## src/rtl/ad_da_scheduler.sv

```systemverilog
// Schedules two 12-bit ADC sample streams onto one 14-bit DAC at a fixed update rate.
// Optional test sawtooth on the DAC is built only when AD_DA_RAMP_EN is defined.
module ad_da_scheduler #(
    parameter int unsigned DIV       = 8,
    parameter logic [13:0] RAMP_STEP = 14'd16
) (
    input  logic        clk,
    input  logic        rst,
    input  logic        enable,
    input  logic [1:0]  mode,
    input  logic [11:0] ad_data_in_1,
    input  logic        ad_valid_1,
    input  logic [11:0] ad_data_in_2,
    input  logic        ad_valid_2,
    input  logic        ramp_en,
    output logic [13:0] da_data_out_1,
    output logic        da_update,
    output logic [1:0]  active_ch,
    output logic [7:0]  underrun_cnt,
    output logic [7:0]  overrun_cnt
);
    typedef enum logic [1:0] {
        ST_IDLE   = 2'b00,
        ST_RUN    = 2'b01,
        ST_UPDATE = 2'b10
    } state_t;

    localparam logic [7:0]  DIV_LAST = 8'(DIV - 1);
    localparam logic [13:0] MIDSCALE = 14'h2000;

    function automatic logic [7:0] sat_add(input logic [7:0] cnt, input logic [1:0] inc);
        logic [8:0] sum;
        sum = {1'b0, cnt} + {7'd0, inc};
        return sum[8] ? 8'hFF : sum[7:0];
    endfunction

    state_t      state_r;
    logic [7:0]  count_r;
    logic [11:0] d1_r;
    logic [11:0] d2_r;
    logic        full1_r;
    logic        full2_r;
    logic        rr_ptr_r;
    logic [1:0]  mode_prev_r;

    logic        tick_s;
    logic        ramp_sel_s;
    logic        rr_ptr_eff_s;
    logic        fresh_s;
    logic [13:0] code_s;
    logic [1:0]  act_s;
    logic        take1_s;
    logic        take2_s;
    logic        rr_next_s;
    logic        serve1_s;
    logic        serve2_s;
    logic        consume1_s;
    logic        consume2_s;
    logic [1:0]  ov_inc_s;
    logic [12:0] sum_s;

`ifdef AD_DA_RAMP_EN
    logic [13:0] ramp_r;
    assign ramp_sel_s = ramp_en;
`else
    logic [14:0] unused_ramp_s;
    assign unused_ramp_s = {ramp_en, RAMP_STEP};
    assign ramp_sel_s    = 1'b0;
`endif

    // The divider keeps running through UPDATE so that updates are exactly DIV cycles apart.
    assign tick_s       = (state_r == ST_RUN) && enable && (count_r == DIV_LAST);
    // A mode change in the tick cycle must already see the pointer back at ch1.
    assign rr_ptr_eff_s = (mode != mode_prev_r) ? 1'b0 : rr_ptr_r;
    assign sum_s        = {1'b0, d1_r} + {1'b0, d2_r};
    assign serve1_s     = rr_ptr_eff_s ? (full1_r && !full2_r) : full1_r;
    assign serve2_s     = rr_ptr_eff_s ? full2_r : (full2_r && !full1_r);
    assign consume1_s   = tick_s && !ramp_sel_s && take1_s;
    assign consume2_s   = tick_s && !ramp_sel_s && take2_s;
    assign ov_inc_s     = {1'b0, ad_valid_1 && full1_r && !consume1_s}
                        + {1'b0, ad_valid_2 && full2_r && !consume2_s};

    // Source selection for the next tick: code, channel tag and which holding registers drain.
    always_comb begin
        fresh_s   = 1'b0;
        code_s    = da_data_out_1;
        act_s     = 2'b00;
        take1_s   = 1'b0;
        take2_s   = 1'b0;
        rr_next_s = rr_ptr_eff_s;
        case (mode)
            2'b00: begin
                if (full1_r) begin
                    fresh_s = 1'b1;
                    code_s  = {d1_r, 2'b00};
                    act_s   = 2'b01;
                    take1_s = 1'b1;
                end else begin
                    fresh_s = 1'b0;
                end
            end
            2'b01: begin
                if (full2_r) begin
                    fresh_s = 1'b1;
                    code_s  = {d2_r, 2'b00};
                    act_s   = 2'b10;
                    take2_s = 1'b1;
                end else begin
                    fresh_s = 1'b0;
                end
            end
            2'b10: begin
                if (full1_r && full2_r) begin
                    fresh_s = 1'b1;
                    code_s  = {sum_s, 1'b0};
                    act_s   = 2'b11;
                    take1_s = 1'b1;
                    take2_s = 1'b1;
                end else begin
                    fresh_s = 1'b0;
                end
            end
            2'b11: begin
                if (serve1_s) begin
                    fresh_s   = 1'b1;
                    code_s    = {d1_r, 2'b00};
                    act_s     = 2'b01;
                    take1_s   = 1'b1;
                    rr_next_s = 1'b1;
                end else if (serve2_s) begin
                    fresh_s   = 1'b1;
                    code_s    = {d2_r, 2'b00};
                    act_s     = 2'b10;
                    take2_s   = 1'b1;
                    rr_next_s = 1'b0;
                end else begin
                    fresh_s = 1'b0;
                end
            end
            default: begin
                fresh_s = 1'b0;
            end
        endcase
    end

    // Scheduler FSM, holding registers, diagnostic counters and registered DAC outputs.
    always_ff @(posedge clk) begin
        if (rst) begin
            state_r       <= ST_IDLE;
            count_r       <= 8'd0;
            d1_r          <= 12'd0;
            d2_r          <= 12'd0;
            full1_r       <= 1'b0;
            full2_r       <= 1'b0;
            rr_ptr_r      <= 1'b0;
            mode_prev_r   <= 2'b00;
            da_data_out_1 <= MIDSCALE;
            da_update     <= 1'b0;
            active_ch     <= 2'b00;
            underrun_cnt  <= 8'd0;
            overrun_cnt   <= 8'd0;
`ifdef AD_DA_RAMP_EN
            ramp_r        <= 14'd0;
`endif
        end else begin
            mode_prev_r <= mode;
            if (tick_s && !ramp_sel_s && fresh_s && (mode == 2'b11)) begin
                rr_ptr_r <= rr_next_s;
            end else if (mode != mode_prev_r) begin
                rr_ptr_r <= 1'b0;
            end else begin
                rr_ptr_r <= rr_ptr_r;
            end

            case (state_r)
                ST_RUN, ST_UPDATE: begin
                    if (!enable) begin
                        state_r       <= ST_IDLE;
                        count_r       <= 8'd0;
                        full1_r       <= 1'b0;
                        full2_r       <= 1'b0;
                        da_data_out_1 <= MIDSCALE;
                        da_update     <= 1'b0;
                        active_ch     <= 2'b00;
                    end else begin
                        state_r     <= tick_s ? ST_UPDATE : ST_RUN;
                        count_r     <= (count_r == DIV_LAST) ? 8'd0 : count_r + 8'd1;
                        overrun_cnt <= sat_add(overrun_cnt, ov_inc_s);
                        if (ad_valid_1) begin
                            d1_r    <= ad_data_in_1;
                            full1_r <= 1'b1;
                        end else begin
                            full1_r <= full1_r && !consume1_s;
                        end
                        if (ad_valid_2) begin
                            d2_r    <= ad_data_in_2;
                            full2_r <= 1'b1;
                        end else begin
                            full2_r <= full2_r && !consume2_s;
                        end
                        if (!tick_s) begin
                            da_update <= 1'b0;
                        end else if (ramp_sel_s) begin
`ifdef AD_DA_RAMP_EN
                            da_data_out_1 <= ramp_r;
                            ramp_r        <= ramp_r + RAMP_STEP;
`endif
                            da_update     <= 1'b1;
                            active_ch     <= 2'b00;
                        end else if (fresh_s) begin
                            da_data_out_1 <= code_s;
                            da_update     <= 1'b1;
                            active_ch     <= act_s;
                        end else begin
                            da_update     <= 1'b0;
                            active_ch     <= 2'b00;
                            underrun_cnt  <= sat_add(underrun_cnt, 2'd1);
                        end
                    end
                end
                default: begin
                    state_r       <= enable ? ST_RUN : ST_IDLE;
                    count_r       <= 8'd0;
                    full1_r       <= 1'b0;
                    full2_r       <= 1'b0;
                    da_data_out_1 <= MIDSCALE;
                    da_update     <= 1'b0;
                    active_ch     <= 2'b00;
`ifdef AD_DA_RAMP_EN
                    ramp_r        <= 14'd0;
`endif
                end
            endcase
        end
    end

endmodule

```

## config.mk

```make
export PLATFORM = sky130hd
export DESIGN_NAME = ad_da_scheduler
export DESIGN_NICKNAME = d
export VERILOG_FILES = /design/src/rtl/ad_da_scheduler.sv
export SDC_FILE = /design/constraint.sdc
export NUM_CORES = 1
export LEC_CHECK = 0
export ABC_CLOCK_PERIOD_IN_PS = 2900
export BUFFER_PORTS_ARGS = -buffer_cell sky130_fd_sc_hd__buf_2
export CORE_ASPECT_RATIO = 1.2
export CORE_MARGIN = 3
export CORE_UTILIZATION = 35
export CTS_CLUSTER_DIAMETER = 100
export DETAILED_ROUTE_END_ITERATION = 16
export PLACE_DENSITY_LB_ADDON = 0.2
export SETUP_SLACK_MARGIN = 0.05
export SYNTH_ARGS = -nofsm -noshare
export SYNTH_HDL_FRONTEND = slang
export SYNTH_SLANG_ARGS = --single-unit
```

## constraint.sdc

```tcl
create_clock -name clk -period 2.9 [get_ports clk]
set_clock_uncertainty 0.1 [all_clocks]
set_input_delay 0.435 -clock clk [delete_from_list [all_inputs] [get_ports clk]]
set_output_delay 0.435 -clock clk [all_outputs]
set_load 0.02 [all_outputs]
```

==> metrics.cfg <==
[setup_path]
r2r-end=overrun_cnt[6]$_SDFFE_PP0P_
reg2reg_slack_ns=0.14
cp-start-kind=register
r2r_cells=10
regToRegStartpoint=count_r[5]$_SDFF_PP0_
crit_type=register to register
cp.required_ns=3.06
crit_path_start=count_r[5]$_SDFF_PP0_
cp-end-kind=register
crit_arrival_ns=2.92
worst-path-max-fanout=4

[clock_tree]
cts_tree=done
clock_sinks=71
cts_root_buf=clkbuf_16
cts_made_buffers=9
htree_levels=3
clk_path_buf_depth=2
hold_buffers=0
clk-insertion-delay-late_ns=0.34
cts.clk_slew.worst_paths_ns=0.06

[sta]
maxSlewHeadroom=0.5949
final-max-slew-violation-count=0
period_needed_ns=2.756
worst_hold_slack_ns=0.2417
finalHoldViolations=0
worstMarginPinSlew_ns=0.6076
setup_viol=0
fmax_ghz=0.3628
final.setup.tns_ns=0
rsz0062_at_grt=true
period_share=0.9504

[min_path]
min_from=ad_data_in_2[6]
whs_path_depth=3
min-delay-path-class=primary input to register
min_to=d2_r[6]$_SDFFE_PP0P_

[cells_and_area]
layout-drive-gt1-share=0.2362
final_core_util=0.4672
syn_to_final_growth_pct=27.15
fillers=996
nets=569
antennaDiodeCount=0
fin_area_um2=4559

[global_route]
grt_antenna_before_repair=0
grt_max_degree=29
grt_pass1_wl_um=15790
overflow=0
grt_pass1_vias=3250
grt_use_total=0.1742

[power]
p_total_mw=2.314
p_leak_nw=1.872
ir_drop_uv=266.6
p_per_area_nw_per_um2=507.5

[synth]
synthArstFlopShare=0
synth-edff-count=0
yosys_register_bits=71
yosys_warnings=0
seq_area_frac_synth=0.3964
netlist.area_leader.share=0.3964
synth_area_um2=3586
synth_area_leaders=dfxtp_1 40%, a21oi_1 7.7%, nand2_1 5.8%
synth-main-ff-cell=dfxtp_1
synth_common_cells=71 x dfxtp_1, 55 x a21oi_1, 55 x nand2_1
syn_nets=492
synthDistinctLibCells=54
synth.avg_cell_area_um2=8.095
syn-instance-count=443
synth_most_common_cell=dfxtp_1
yosys.area.top_type=dfxtp_1

[route]
drtPass1Iterations=4
drc=0
drtAntennaViolNets=0
drt_wl_total_um=9685
drt_iter0_drc=149
wire_per_inst_um=14.95
via_count=3418
vias_per_cell=5.275

[place]
port_buffers=62
placed_area_um2=4161
place_congestion=0.8290
hpwl_um=7308

[run]
maxCapViolations=0

[die]
dieHeight_um=116.9
placementRows=39
fp.dieArea_um2=11500
core-area_um2=9759
die_x_um=98.40
start_util=0.3674
ios=65

[status]
status=complete, no violations

==> kinds of logic (layout without fill, tap and decap cells) <==
logic type                 count (synthesis)  in the layout  share of synthesized area
other                                      1              1                   0.001046
AOI/OAI and AO/OA                        117            117                     0.2027
xor gates and xnor gates                  15             15                    0.03663
DFF                                       71             71                     0.3964
muxes                                      6              6                    0.01675
buffers and inverters                     32            114                    0.03524
and+or+nand+nor                          184            184                     0.2477
adders and majority gates                 17             17                    0.06350
==> cells in the final DEF (no fill, tap or decap), types with 6 or more instances in the layout <==
cell	instances
a211oi_1	6
a21oi_1	53
dfxtp_1	70
xnor2_1	10
nor3_1	8
o21ai_0	20
buf_4	27
nand2_1	55
buf_2	62
mux2i_1	6
nor2_1	36
inv_1	8
and3_1	8
nand3_1	39
clkbuf_16	9
ha_1	15
==> registers in the layout, indices dropped and copies added, names as in the netlist <==
signal / cells
d2_r: 12
d1_r: 12
state_r: 2
full1_r: 1
mode_prev_r: 2
underrun_cnt: 8
overrun_cnt: 8
da_update: 1
active_ch: 2
da_data_out_1: 13
rr_ptr_r: 1
full2_r: 1
count_r: 8
==> report_power, final <==
group | switching (mW) | internal [mW] | total, mW
clock network | 0.426 | 0.753 | 1.18
registers | 0.00967 | 0.987 | 0.996
logic | 0.0849 | 0.0531 | 0.138
total | 0.521 | 1.79 | 2.31
==> through the flow <==
stage                     setup WS (ns)  instances
after floorplan                 0.05460        443
after global routing            0.04157        648
after CTS                       0.06167        646
after global placement          -0.1015        630
after detailed placement        -0.1625        630
final                            0.1438        648
==> routing by layer <==
metal,track usage,part of all wire,wire [um],up-vias
met1,0.2108,0.45,4369,1572
met2,0.2878,0.48,4616,68
met3,0.05394,0.053,511,13
met4,0.07559,0.019,187,0
li1,-,-,-,1765
met5,0,0,0,-
==> timing repair <==
item                       in CTS  in global routing
pin swaps                       3                  1
setup buffers                   0                  2
setup endpoints to repair       3                  7
resized for setup               4                 12
==> worst max-delay path, stage by stage (launching register included) <==
cell and delay, ns:
dfxtp_2 0.31, or4_1 0.51, or4_4 0.43, a221o_1 0.31
nand3_2 0.08, fa_2 0.23, nor3b_4 0.06, and3_4 0.19
and3_4 0.20, and3b_1 0.17, nor3_2 0.10
==> cell type report <==
cell class,instances,area [um^2],area share
inverter,8,30.03,0.006586
tap,123,153.9,0.03375
sequential,71,1423,0.3120
multi-input combinational,340,2107,0.4621
timing repair buffer,90,524.3,0.1150
clock buffer,9,225.2,0.04940
clock inverter,7,96.34,0.02113
==> worst max-delay path by stage <==
stage | cells after the start | endpoint | slack [ns]
2_1_floorplan | 12 | overrun_cnt[0]$_SDFFE_PP0P_ | 0.05
3_3_place_gp | 12 | overrun_cnt[2]$_SDFFE_PP0P_ | -0.10
3_5_place_dp | 12 | overrun_cnt[3]$_SDFFE_PP0P_ | -0.16
4_1_cts | 10 | overrun_cnt[3]$_SDFFE_PP0P_ | 0.06
5_1_grt | 10 | overrun_cnt[6]$_SDFFE_PP0P_ | 0.04
6_report | 10 | overrun_cnt[6]$_SDFFE_PP0P_ | 0.14
Power figures use the tool's default switching activity.
